===== config.mk =====
export PLATFORM = sky130hd
export DESIGN_NAME = halut_matmul_ctrl
export DESIGN_NICKNAME = d
export VERILOG_FILES = /design/src/rtl/halut_ctrl_pkg.sv /design/src/rtl/halut_result_counter.sv /design/src/rtl/halut_matmul_ctrl.sv
export SDC_FILE = /design/constraint.sdc
export NUM_CORES = 1
export LEC_CHECK = 0
export ABC_AREA = 1
export BUFFER_PORTS_ARGS = -buffer_cell sky130_fd_sc_hd__buf_2
export CAP_MARGIN = 20
export CORE_MARGIN = 2
export CORE_UTILIZATION = 60
export CTS_BUF_LIST = sky130_fd_sc_hd__clkbuf_8
export CTS_CLUSTER_DIAMETER = 150
export DETAILED_ROUTE_END_ITERATION = 8
export PLACE_DENSITY = 0.87
export SETUP_SLACK_MARGIN = 0.4
export SYNTH_ARGS = -nofsm -noshare
export SYNTH_HDL_FRONTEND = slang
export SYNTH_SLANG_ARGS = --single-unit

===== constraint.sdc =====
create_clock -name clk_i -period 7.18 [get_ports clk_i]
set_clock_uncertainty 0.05 [all_clocks]
set_input_delay 1.436 -clock clk_i [delete_from_list [all_inputs] [get_ports clk_i]]
set_output_delay 1.436 -clock clk_i [all_outputs]
set_load 0.03 [all_outputs]

===== src/rtl/halut_ctrl_pkg.sv =====
// Shared types and width helpers for the HALUT matmul sequencer.
package halut_ctrl_pkg;

  typedef enum logic [1:0] {
    ST_IDLE  = 2'd0,
    ST_RUN   = 2'd1,
    ST_DRAIN = 2'd2,
    ST_DONE  = 2'd3
  } state_e;

  typedef enum logic {
    TGT_ENC = 1'b0,
    TGT_DEC = 1'b1
  } cfg_target_e;

  localparam int unsigned MAX_IN_FLIGHT_DEFAULT = 4;

  function automatic int unsigned thresh_addr_width(int unsigned c, int unsigned k,
                                                    int unsigned enc_units);
    return $clog2((c / enc_units) * k);
  endfunction

  function automatic int unsigned total_addr_width(int unsigned c, int unsigned k);
    return $clog2(c * k);
  endfunction

  // Never returns zero so a single-unit build still gets a 1-bit index port.
  function automatic int unsigned unit_width(int unsigned a, int unsigned b);
    int unsigned w;
    w = (a > b) ? $clog2(a) : $clog2(b);
    return (w == 0) ? 1 : w;
  endfunction

endpackage


===== src/rtl/halut_result_counter.sv =====
// Accumulates decoder result strobes, retires a row every M strobes and
// tracks how many admitted rows are still waiting for their results.
module halut_result_counter
  import halut_ctrl_pkg::*;
#(
  parameter int unsigned M           = 32,
  parameter int unsigned DecUnitsX   = 2,
  parameter int unsigned MaxInFlight = MAX_IN_FLIGHT_DEFAULT,
  localparam int unsigned OutWidth   = $clog2(MaxInFlight + 1),
  localparam int unsigned CntWidth   = $clog2(M + DecUnitsX)
) (
  input  logic                 clk_i,
  input  logic                 rst_ni,
  input  logic                 i_en,
  input  logic [DecUnitsX-1:0] i_dec_valid,
  input  logic                 i_issue,
  output logic                 o_retire,
  output logic [OutWidth-1:0]  o_outstanding,
  output logic                 o_res_zero
);

  logic [CntWidth-1:0] r_res_cnt;
  logic [CntWidth-1:0] w_pop;
  logic [CntWidth-1:0] w_sum;
  logic [OutWidth-1:0] r_outstanding;
  logic                w_dec;

  always_comb begin
    w_pop = '0;
    for (int i = 0; i < DecUnitsX; i++) begin
      w_pop = w_pop + CntWidth'(i_dec_valid[i]);
    end
  end

  assign w_sum    = r_res_cnt + (i_en ? w_pop : '0);
  assign o_retire = i_en && (w_sum >= CntWidth'(M));
  // Never let a surplus retire wrap the in-flight count below zero.
  assign w_dec    = o_retire && ((r_outstanding != '0) || i_issue);

  always_ff @(posedge clk_i or negedge rst_ni) begin
    if (!rst_ni) begin
      r_res_cnt     <= '0;
      r_outstanding <= '0;
    end else begin
      r_res_cnt <= o_retire ? (w_sum - CntWidth'(M)) : w_sum;
      if (i_issue && !w_dec) begin
        r_outstanding <= r_outstanding + OutWidth'(1);
      end else if (!i_issue && w_dec) begin
        r_outstanding <= r_outstanding - OutWidth'(1);
      end
    end
  end

  assign o_outstanding = r_outstanding;
  assign o_res_zero    = (r_res_cnt == '0);

endmodule


===== src/rtl/halut_matmul_ctrl.sv =====
// Config router, credit-limited row issuer and batch-completion sequencer
// for the HALUT encoder/decoder datapath.
module halut_matmul_ctrl
  import halut_ctrl_pkg::*;
#(
  parameter int unsigned K                  = 16,
  parameter int unsigned C                  = 32,
  parameter int unsigned M                  = 32,
  parameter int unsigned DataTypeWidth      = 16,
  parameter int unsigned EncUnits           = 4,
  parameter int unsigned DecoderUnits       = 16,
  parameter int unsigned DecUnitsX          = M / DecoderUnits,
  parameter int unsigned CPerEncUnit        = C / EncUnits,
  parameter int unsigned ThreshMemAddrWidth = thresh_addr_width(C, K, EncUnits),
  parameter int unsigned TotalAddrWidth     = total_addr_width(C, K),
  parameter int unsigned MaxInFlight        = MAX_IN_FLIGHT_DEFAULT,
  parameter int unsigned RowCntWidth        = 16,
  localparam int unsigned UnitWidth         = unit_width(EncUnits, DecUnitsX)
) (
  input  logic                                          clk_i,
  input  logic                                          rst_ni,
  input  logic                                          cfg_valid_i,
  output logic                                          cfg_ready_o,
  input  logic                                          cfg_target_i,
  input  logic [UnitWidth-1:0]                          cfg_unit_i,
  input  logic [TotalAddrWidth-1:0]                     cfg_addr_i,
  input  logic [DataTypeWidth-1:0]                      cfg_data_i,
  input  logic                                          start_i,
  input  logic [RowCntWidth-1:0]                        num_rows_i,
  input  logic                                          row_valid_i,
  output logic                                          row_ready_o,
  output logic [EncUnits-1:0]                           we_enc_o,
  output logic [EncUnits-1:0][ThreshMemAddrWidth-1:0]   waddr_enc_o,
  output logic [EncUnits-1:0][DataTypeWidth-1:0]        wdata_enc_o,
  output logic                                          encoder_o,
  output logic [DecUnitsX-1:0]                          we_dec_o,
  output logic [DecUnitsX-1:0][TotalAddrWidth-1:0]      waddr_dec_o,
  output logic [DecUnitsX-1:0][DataTypeWidth-1:0]       wdata_dec_o,
  input  logic [DecUnitsX-1:0]                          dec_valid_i,
  output logic                                          busy_o,
  output logic                                          done_o,
  output logic                                          err_o,
  output logic [RowCntWidth-1:0]                        rows_done_o
);

  localparam int unsigned BeatWidth = (CPerEncUnit > 1) ? $clog2(CPerEncUnit) : 1;
  localparam int unsigned OutWidth  = $clog2(MaxInFlight + 1);
  localparam logic [BeatWidth-1:0] LastBeat = BeatWidth'(CPerEncUnit - 1);

  state_e                  r_state, w_state_next;
  logic [BeatWidth-1:0]    r_beat;
  logic [RowCntWidth-1:0]  r_num_rows;
  logic [RowCntWidth-1:0]  r_rows_issued;
  logic                    r_err;
  logic                    w_cfg_fire, w_cfg_unit_ok, w_start;
  logic                    w_row_last, w_last_row, w_mid_gap, w_dec_stray;
  logic                    w_count_en, w_retire, w_res_zero;
  logic [OutWidth-1:0]     w_outstanding;
  logic [EncUnits-1:0]     w_enc_sel;
  logic [DecUnitsX-1:0]    w_dec_sel;

  assign cfg_ready_o   = (r_state == ST_IDLE);
  assign w_cfg_fire    = cfg_valid_i && cfg_ready_o;
  assign w_cfg_unit_ok = (cfg_target_i == TGT_ENC) ? (32'(cfg_unit_i) < EncUnits)
                                                   : (32'(cfg_unit_i) < DecUnitsX);

  for (genvar gi = 0; gi < EncUnits; gi++) begin : g_enc_sel
    assign w_enc_sel[gi] = w_cfg_fire && (cfg_target_i == TGT_ENC) &&
                           (cfg_unit_i == UnitWidth'(gi));
  end
  for (genvar gi = 0; gi < DecUnitsX; gi++) begin : g_dec_sel
    assign w_dec_sel[gi] = w_cfg_fire && (cfg_target_i == TGT_DEC) &&
                           (cfg_unit_i == UnitWidth'(gi));
  end

  // Address/data registers only move on their own unit's write and otherwise hold.
  always_ff @(posedge clk_i or negedge rst_ni) begin
    if (!rst_ni) begin
      we_enc_o    <= '0;
      waddr_enc_o <= '0;
      wdata_enc_o <= '0;
      we_dec_o    <= '0;
      waddr_dec_o <= '0;
      wdata_dec_o <= '0;
    end else begin
      for (int i = 0; i < EncUnits; i++) begin
        we_enc_o[i] <= w_enc_sel[i];
        if (w_enc_sel[i]) begin
          waddr_enc_o[i] <= cfg_addr_i[ThreshMemAddrWidth-1:0];
          wdata_enc_o[i] <= cfg_data_i;
        end
      end
      for (int i = 0; i < DecUnitsX; i++) begin
        we_dec_o[i] <= w_dec_sel[i];
        if (w_dec_sel[i]) begin
          waddr_dec_o[i] <= cfg_addr_i;
          wdata_dec_o[i] <= cfg_data_i;
        end
      end
    end
  end

  assign w_start     = start_i && (r_state == ST_IDLE);
  assign row_ready_o = (r_state == ST_RUN) &&
                       ((r_beat != '0) || (w_outstanding < OutWidth'(MaxInFlight)));
  assign encoder_o   = row_valid_i && row_ready_o;
  assign w_row_last  = encoder_o && (r_beat == LastBeat);
  assign w_last_row  = w_row_last && ((r_rows_issued + RowCntWidth'(1)) == r_num_rows);
  assign w_mid_gap   = (r_state == ST_RUN) && (r_beat != '0) && !row_valid_i;
  assign w_count_en  = (r_state == ST_RUN) || (r_state == ST_DRAIN);
  assign w_dec_stray = !w_count_en && (|dec_valid_i);

  always_comb begin
    w_state_next = r_state;
    unique case (r_state)
      ST_IDLE:  if (start_i) w_state_next = (num_rows_i == '0) ? ST_DONE : ST_RUN;
      ST_RUN:   if (w_last_row) w_state_next = ST_DRAIN;
      ST_DRAIN: if ((w_outstanding == '0) && w_res_zero) w_state_next = ST_DONE;
      ST_DONE:  w_state_next = ST_IDLE;
      default:  w_state_next = ST_IDLE;
    endcase
  end

  always_ff @(posedge clk_i or negedge rst_ni) begin
    if (!rst_ni) begin
      r_state       <= ST_IDLE;
      r_beat        <= '0;
      r_num_rows    <= '0;
      r_rows_issued <= '0;
      rows_done_o   <= '0;
      r_err         <= 1'b0;
    end else begin
      r_state <= w_state_next;
      if (w_start) begin
        r_num_rows    <= num_rows_i;
        r_rows_issued <= '0;
        r_beat        <= '0;
      end else if (encoder_o) begin
        r_beat <= w_row_last ? '0 : (r_beat + BeatWidth'(1));
        if (w_row_last) r_rows_issued <= r_rows_issued + RowCntWidth'(1);
      end
      if (w_start) begin
        rows_done_o <= '0;
      end else if (w_retire) begin
        rows_done_o <= rows_done_o + RowCntWidth'(1);
      end
      if ((w_cfg_fire && !w_cfg_unit_ok) || w_mid_gap || w_dec_stray) r_err <= 1'b1;
    end
  end

  halut_result_counter #(
    .M           (M),
    .DecUnitsX   (DecUnitsX),
    .MaxInFlight (MaxInFlight)
  ) u_result_counter (
    .clk_i         (clk_i),
    .rst_ni        (rst_ni),
    .i_en          (w_count_en),
    .i_dec_valid   (dec_valid_i),
    .i_issue       (w_row_last),
    .o_retire      (w_retire),
    .o_outstanding (w_outstanding),
    .o_res_zero    (w_res_zero)
  );

  assign busy_o = (r_state != ST_IDLE);
  assign done_o = (r_state == ST_DONE);
  assign err_o  = r_err;

endmodule

# Word-level counts from Yosys, hierarchy flattened
# Cells that the tools add are included.
# W data, S select, Z words.
[word_totals] register_bits=211 romBits=0 latch_bits=0 memories=0 wordCells=111 ramBits=0 out_inout_bits=170 input_bits=51
[op_classes] n_eq_ne=11 n_addsub=8 multipliers=0 magnitude_cmp=3 n_div=0 mux=18 bitwise_logic=1 reduce_logical=48 shifts=0
[op_table] op="$mux W16" count=5
[op_table] op="$add A16 B1 Y16 const B" count=2
[op_table] op="$logic_and A1 B1 Y1" count=23
[op_table] op="$eq A16 B16 Y1" count=1
[op_table] op="$logic_not A16 Y1" count=1
[op_table] op="$mux W3" count=5
[op_table] op="$mux W6" count=2
[op_table] op="$reduce_bool A2 Y1" count=5
[op_table] op="$eq A2 B2 Y1 const B" count=4
[op_table] op="$mux W2" count=4
[op_table] op="$pmux W2 S4" count=1
[op_table] op="$add A3 B1 Y3 const B" count=2
[op_table] op="$add A6 B6 Y6" count=1
[op_table] op="$ge A6 B6 Y1 const B" count=1
[op_table] op="$logic_not A6 Y1" count=1
[op_table] op="$reduce_bool A3 Y1" count=2
[op_table] op="$sub A6 B6 Y6 const B" count=1
[op_table] op="$logic_not A1 Y1" count=5
[op_table] op="$logic_or A1 B1 Y1" count=5
[op_table] op="$eq A2 B1 Y1 const B" count=2
[op_table] op="$logic_not A2 Y1" count=2
[op_table] op="$ne A2 B1 Y1 const B" count=2
[op_table] op="$eq A3 B3 Y1 const B" count=1
[op_table] op="$logic_not A3 Y1" count=1
[op_table] op="other kinds (10)" count=10

# Logic depth before layout (Yosys ltp)
# Gate-level depths: netlist of run 1.
[depth] depth_word=10 ltp_mapped=18 depth_no_buf=18

# Hierarchy
# A second synthesis of run 1 with hierarchy kept.
[hier_totals] cells_unflattened=984 hier_area_um2=8911.0
[modules_own_cells] mod="halut_matmul_ctrl" n_inst=1 area_per_inst_um2=8349.3 seq_area_each_um2=5054.8 cells_per_inst=922
[modules_own_cells] mod="halut_result_counter" n_inst=1 area_per_inst_um2=561.8 seq_area_each_um2=225.2 cells_per_inst=62

# Worst setup path after synthesis of run 1
# OpenSTA, ideal clock, no wires.
[synth_path] path_kind="input-to-reg" startpoint="in dec_valid_i[0]" endpoint="reg u_result_counter.r_outstanding[2], in the netlist u_result_counter.o_outstanding[2]" stages=18 path_buffers=0 path_slack_ps=3555 arrival_ps=3457 required_time_ps=7012 setup_time_ps=118 cell_sequence="inv_1 -> ha_1 -> nand2_1 -> inv_1 -> ha_1 -> nand3_1 -> nand2_2 -> nand3_2 -> xor2_2 -> nor2_8 -> inv_4 -> nand2_2 -> fa_1 -> inv_1 -> nand2_1 -> nand2_1 -> xor2_1 -> inv_1"
[synth_between] elab_chain_cells=9 elab_cells_between_ends=11 cone_classes="add/sub (2); order compare (1); mux (2); reduce/logical (6)"
[synth_lines] item="start, declared" line="halut_matmul_ctrl.sv:39" source="input logic [DecUnitsX-1:0] dec_valid_i,"
[synth_lines] item="$add A1 B1 Y2 (*)" line="halut_result_counter.sv:31" source="w_pop = w_pop + CntWidth'(i_dec_valid[i]);"
[synth_lines] item="$mux W6 (*)" line="halut_result_counter.sv:35" source="assign w_sum = r_res_cnt + (i_en ? w_pop : '0);"
[synth_lines] item="$add A6 B6 Y6 (*)" line="halut_result_counter.sv:35"
[synth_lines] item="$ge A6 B6 Y1 (*)" line="halut_result_counter.sv:36" source="assign o_retire = i_en && (w_sum >= CntWidth'(M));"
[synth_lines] item="$logic_and A1 B1 Y1 (*)" line="halut_result_counter.sv:36"
[synth_lines] item="$logic_and A1 B1 Y1 (*)" line="halut_result_counter.sv:38" source="assign w_dec = o_retire && ((r_outstanding != '0) || i_issue);"
[synth_lines] item="$logic_not A1 Y1" line="halut_result_counter.sv:46" source="if (i_issue && !w_dec) begin"
[synth_lines] item="$logic_and A1 B1 Y1" line="halut_result_counter.sv:46"
[synth_lines] item="$mux W3 / $reduce_bool A2 Y1 (equally long branches)"
[synth_lines] item="end signal, assigned" line="halut_result_counter.sv:47" source="r_outstanding <= r_outstanding + OutWidth'(1);"
[synth_lines] item="end signal, assigned" line="halut_result_counter.sv:49" source="r_outstanding <= r_outstanding - OutWidth'(1);"
[synth_lines] item="end, declared" line="halut_result_counter.sv:25" source="logic [OutWidth-1:0] r_outstanding;"
# Every way passes the cells marked *; elsewhere a longest branch is shown, timed or not.
# A chain may end at the register's enable or synchronous reset.

# Worst setup path in the final report of run 1
[layout_path] startpoint="in row_valid_i" endpoint="out encoder_o"
[layout_between] elab_chain_cells=1
[layout_lines] item="start, declared" line="halut_matmul_ctrl.sv:30" source="input logic row_valid_i,"
[layout_lines] item="$logic_and A1 B1 Y1" line="halut_matmul_ctrl.sv:106" source="assign encoder_o = row_valid_i && row_ready_o;"
[layout_lines] item="end, declared" line="halut_matmul_ctrl.sv:35" source="output logic encoder_o,"
# No other way between the ends.

==> results.toml, run 1 <==
[hold_path]
hp-start = "wdata_enc_o[29]"
min_to = "wdata_enc_o[29]"
hold_depth = 2
min_path_type = "flop to flop"

[run_status]
status = "completed"

[synthesis]
avgSynthCellArea_um2 = 9.00
synth_top_flop_cell = "dfrtp_1"
synthAdderAreaFrac = 0.0225
yosysSeqAreaShare = 0.587
ys_warn_count = 0
synth_top_family_by_area = "simple AND/OR/NAND/NOR gates"
synth_edf_count = 0
syn-cell-area_um2 = 9000
ys_seq_elements = 211
synth-compound-area-share = 0.111
synth_xor_area_frac = 0.0131
netlist_instances = 1000
async_reset_ff_frac = 1.00
synth_cell_type_count = 39
synth.mux.area_fraction = 0.00167
synth-simple-area-share = 0.206
synth_fp_nets = 1066

[power_and_ir_drop]
p_comb_frac = 0.419
powerDensity_nw_per_um2 = 471
clkPwrFrac = 0.197
p_seq_frac = 0.384
p_leak_nw = 5.92
power.switching_mw = 2.32
vdd_drop_max_v = 0.000359
internal-power_mw = 2.84
swShare = 0.450

[floorplanning]
dieWidth_um = 126
start_util = 0.617
num_rows = 44
pin_count = 221
chipHeight_um = 126
core_um2 = 14600
die-area_um2 = 16000

[timing]
max_freq_mhz = 288
grt_setup_unrepaired = "no"
tns_ps = 0
tightest_slew_ps = 833
relSlewSlack = 0.444
fin_crit_ps = 3470
finalCritPeriodShare = 0.483
maxSlewViolCount = 0
setup_viol = 0
timing.hold.ws_ps = 429
hold_viol = 0

[detailed_routing]
m1WireLength_um = 9320
dr.pass1.iters = 5
wl_met3_um = 1760
ant_nets = 0
via_count = 7875
drcViolationCount = 0
wl_met2_um = 10800
wirelength_um = 22700
viasPerCell = 5.49
first_iter_violations = 510
wl_per_cell_um = 15.8
highest_layer = "met4"

[clock_tree]
cts.path.max_buffers = 3
post_cts.repair.setup_buffers = 0
cts-buffers-inserted = 35
cts_tree = "built"
cts_resized = 0
clock_sinks = 211
cts-hold-fix-buffers = 0
cts_htree_levels = 2
clk_latency_ps = 520
clkTransAtPathRegs_ps = 60
clockRootBuffer = "clkbuf_8"

[global_route]
first_global_vias = 7407
grt_first_pass_wirelength_um = 36900
grt_max_degree = 91
overflow = 0
grt_util_all_layers = 0.286
antenna_found_initial = 2

[layout]
syn_to_final_growth_pct = 21.7
drive_above_1_share = 0.241
fin_util = 0.751
final_nets = 1295

[setup_path]
critPathSlowestCell = "buf_2"
startpoint_type = "input pin"
required_ps = 5690
crit_path_max_incr_delay_ps = 210
rr_startpoint = "r_state[0]"
worstReg2RegEnd = "u_result_counter.o_outstanding[2]"
path_max_fanout = 4
critPathTopFamily = "buffers and inverters"
worstSetupPathType = "input pin to output pin"
crit_chain = "buf_2 > nand2_1 > inv_1 > buf_2"
r2r_slack_ps = 4170
endpoint_kind = "output pin"
critPathMostFrequentCell = "buf_2"
worstPathArrival_ps = 1980
cp_num_buf_inv = 3
reg2reg_depth = 18

[place]
routabilityCongestion = 0.921
dp_hpwl_um = 15700
placement.io_buffers = 220

[flow_run]
maxCapViolations = 0
## worst min-delay path, cell delays in order, from the launching register on
cell     delay (ps)
dfrtp_1         330
nand2_1          50
o21ai_0          60
## cell type report
type / instances / area (µm²)
Multi-Input combinational cell: 647 / 3190
Timing Repair Buffer: 227 / 1180
Tap cell: 184 / 230
Clock inverter: 11 / 51.3
Sequential cell: 211 / 5280
Fill cell: 1034 / 3630
Antenna cell: 2 / 5.00
Inverter: 107 / 404
Clock buffer: 45 / 619
## power groups by stage
stage	registers, mW	logic (mW)	clock network [mW]
3_3_place_gp	1.97	2.10	0
6_report	1.98	2.16	1.02
3_5_place_dp	1.98	2.17	0
4_1_cts	1.97	2.17	1.03
2_1_floorplan	2.79	0.629	0
5_1_grt	2.03	2.34	1.09
## stage by stage
step | instance area [µm²] | instances | power (mW) | worst slack [ps]
after floorplan | 9000 | 1000 | 3.42 | 3550
after detailed placement | 10300 | 1376 | 4.15 | 3280
after global placement | 10300 | 1375 | 4.07 | 3370
after global routing | 11000 | 1434 | 5.46 | 3590
final | 11000 | 1434 | 5.16 | 3710
after CTS | 11000 | 1432 | 5.18 | 3720
## Yosys cell counts (6+ instances only)
master	instances	area, µm²
nand2_2	6	37.5
dfrtp_1	211	5280
nand3_1	40	200
nand2_1	289	1080
o21ai_0	162	811
nor4_1	7	43.8
o21ai_1	7	35.0
nand4_1	16	100
nand3b_1	6	45.0
xor2_1	6	52.6
o22ai_1	10	62.6
clkbuf_1	34	128
inv_1	101	379
ha_1	13	163
a21oi_1	8	40.0
nor3_1	12	60.1
nor2_1	36	135
## worst max-delay path by stage
stage | start | to | slack, ps | depth (start not counted)
floorplan | dec_valid_i[0] | u_result_counter.o_outstanding[2] | 3550 | 18
global placement | dec_valid_i[0] | u_result_counter.o_outstanding[2] | 3370 | 19
detailed placement | dec_valid_i[0] | u_result_counter.o_outstanding[2] | 3280 | 19
CTS | row_valid_i | encoder_o | 3720 | 4
global route | dec_valid_i[0] | u_result_counter.o_outstanding[2] | 3590 | 19
finish | row_valid_i | encoder_o | 3710 | 4
## sequential cells by signal, indices dropped and copies added (netlist names)
| name | flops |
|---|---|
| waddr_enc_o | 28 |
| waddr_dec_o | 18 |
| err_o | 1 |
| r_beat | 3 |
| we_dec_o | 2 |
| wdata_dec_o | 32 |
| wdata_enc_o | 64 |
| r_state | 2 |
| u_result_counter.o_outstanding | 3 |
| u_result_counter.r_res_cnt | 6 |
| r_num_rows | 16 |
| we_enc_o | 4 |
| rows_done_o | 16 |
| r_rows_issued | 16 |
## kinds of logic after synthesis
family,count (synthesis)
AOI/OAI and AO/OA,194
xor gates and xnor gates,11
adders and majority gates,15
buffers and inverters,142
DFF,211
muxes,1
and+or+nand+nor,426
## cell usage in the layout, fill, tap and decap left out, drive strengths merged, types with 8 or more instances in the layout
master,count
nor3,13
nor2,44
ha,13
o22ai,10
o21ai,169
nand2,296
dfrtp,211
buf,226
a21oi,8
clkbuf,46
nand3,42
nand4,16
inv,115
## layer usage
layer	track usage	vias up
li1	-	3712
met1	0.395	3773
met2	0.451	336
met3	0.0574	54
met4	0.115	0
met5	0	-
Note: power is estimated with default switching activity, not from simulation.
==> inputs of run 2 (changes only) <==
Settings changed: CORE_UTILIZATION 60 to 50, PLACE_DENSITY 0.87 to 0.77.
Clock period 7.18 ns to 3.08 ns, I/O delays scaled along.
==> run 2 against run 1 <==
Against the previous run: die area rose by 19%; sequential share of layout area fell by 1.5 points; utilization shrank 12 points; largest power group unchanged; final cell count increased by 4.8%; final area grew 3.2%; via count is 2.5% lower; sequential power grew 130%; critical path depth up 10.
==> results.toml, run 2 (synthesis gave the netlist of run 1 again) <==
[setup_path]
critPathSlowestCell = "fa_2"
crit_path_max_incr_delay_ps = 420
path_max_fanout = 5
worstSetupPathType = "flop to flop"
crit_chain = "inv_2 > ha_4 > nand2_2 > inv_2 > ha_4 > nand3_2 > nand2_2 > nand3_4 > xor2_4 > nor2_8 > clkinv_4 > nand2_4 > fa_2 > mux2_4"
worstPathArrival_ps = 2970
startpoint_type = "flop"
endpoint_kind = "flop"
required_ps = 3440

[clock_tree]
clk_latency_ps = 530
cts-hold-fix-buffers = 0
cts_tree = "built"
cts-buffers-inserted = 36
cts_htree_levels = 2
clkTransAtPathRegs_ps = 60
clock_sinks = 211
clockRootBuffer = "clkbuf_8"
cts.path.max_buffers = 3

[detailed_routing]
viasPerCell = 5.11
dr.pass1.iters = 4
ant_nets = 0
wirelength_um = 23300
via_count = 7678
drcViolationCount = 0
first_iter_violations = 434
wl_per_cell_um = 15.5

[place]
pre_cts_ws_ps = 117
dp_hpwl_um = 15900
placement.io_buffers = 220
routabilityCongestion = 0.827

[floorplanning]
core_um2 = 17800
pin_count = 221
num_rows = 49
die-area_um2 = 19100
dieWidth_um = 138
start_util = 0.505
chipHeight_um = 138

[power_and_ir_drop]
p_leak_nw = 6.04
vdd_drop_max_v = 0.000698
powerDensity_nw_per_um2 = 1090

[global_route]
grt_max_degree = 80
grt_first_pass_wirelength_um = 39200
overflow = 0
grt_util_all_layers = 0.250
antenna_found_initial = 0
first_global_vias = 7758

[timing]
grt_setup_unrepaired = "no"
final.setup.worst_slack_ps = 475
max_freq_mhz = 384
fin_crit_ps = 2610
setup_viol = 0
hold_viol = 0
relSlewSlack = 0.490
finalCritPeriodShare = 0.846
tightest_slew_ps = 765
maxSlewViolCount = 0
tns_ps = 0

[layout]
syn_to_final_growth_pct = 25.7
drive_above_1_share = 0.268
nFillCells = 1487
layout_common_cells = "nand2_1, buf_2, dfrtp_1"
reg_top3 = "wdata_enc_o x64, wdata_dec_o x32, waddr_enc_o x28"
final_nets = 1318
largest_reg_flops = 64
layout_commonest_cell = "nand2_1"
antennaDiodeCount = 0
regMostFlops = "wdata_enc_o"

[flow_run]
maxCapViolations = 0

[hold_path]
min_path_type = "input pin to asynchronous set/reset pin"

[run_status]
status = "completed"
## run 2: changes by cell type in the layout (fill, tap and decap cells not counted), sizes merged
cell / delta
clkbuf: -1
clkinv: +4
buf: +22
diode: -2
bufinv: +1
## run 2: worst max-delay path, delay by kind of cell (launching register included)
| kind | cells | cell delay (ps) |
|---|---|---|
| AND/OR/NAND/NOR | 6 | 500 |
| flip-flops | 1 | 390 |
| multiplexers | 1 | 270 |
| buffers and inverters | 3 | 210 |
| adder cells (fa/ha/maj) | 3 | 890 |
| XOR/XNOR | 1 | 180 |
## run 2: what timing repair did
item / 4_1_cts / 5_1_grt
buffers inserted: 4 / 11
pin swaps: 1 / 7
endpoints found under the setup margin: 2 / 3
resized for setup: 2 / 4
endpoints found under the hold margin: 0 / 0
## run 2: path summary, 6_finish.rpt
kind                       slack [ps]  depth (start not counted)                           endpoint             from
setup / recovery                  470                         14  u_result_counter.o_outstanding[1]       r_state[1]
hold / removal                     60                          1                    rows_done_o[11]           rst_ni
setup reg to reg                  470                         14  u_result_counter.o_outstanding[1]       r_state[1]
hold reg to reg                   430                          2                    wdata_enc_o[45]  wdata_enc_o[45]
max in group asynchronous        2170                          2                    wdata_enc_o[38]           rst_ni
min in group clk_i                250                          3                      r_num_rows[3]    num_rows_i[3]
## run 2: per-stage QoR
step                utilization  cell area [µm²]  instances  hold WS, ps  power [mW]
finish                    0.634            11300       1503         56.4        12.3
global route              0.634            11300       1503         98.8        13.1
CTS                       0.629            11200       1492         74.1        12.3
detailed placement        0.588            10500       1428          417        9.72
global placement          0.588            10500       1428          411        9.57
floorplan                     -             9090       1000          270        8.02
## run 2: cell type report
cell class	count	area, µm²	share of cell area
Sequential cell	211	5280	0.467
Inverter	107	419	0.0370
Tap cell	229	287	0.0253
Clock inverter	16	108	0.00951
Multi-Input combinational cell	647	3260	0.288
Clock buffer	44	606	0.0535
Timing Repair Buffer	249	1350	0.120
## run 2: metal layers
metal  global-route usage  part of all wire  up-vias  wire length [µm]
met4                0.106             0.039        0               903
met2                0.399              0.47      262             10900
li1                     -                 -     3746                 -
met3               0.0540             0.061       59              1430
met1                0.333              0.43     3611             10100
met5                    0                 0        -                 0
## run 2: report_power, final
group          internal [mW]  leakage, nW  switching [mW]
combinational           1.53         2.93            3.67
sequential              3.92         2.72           0.679
clock                   1.38        0.399            1.12
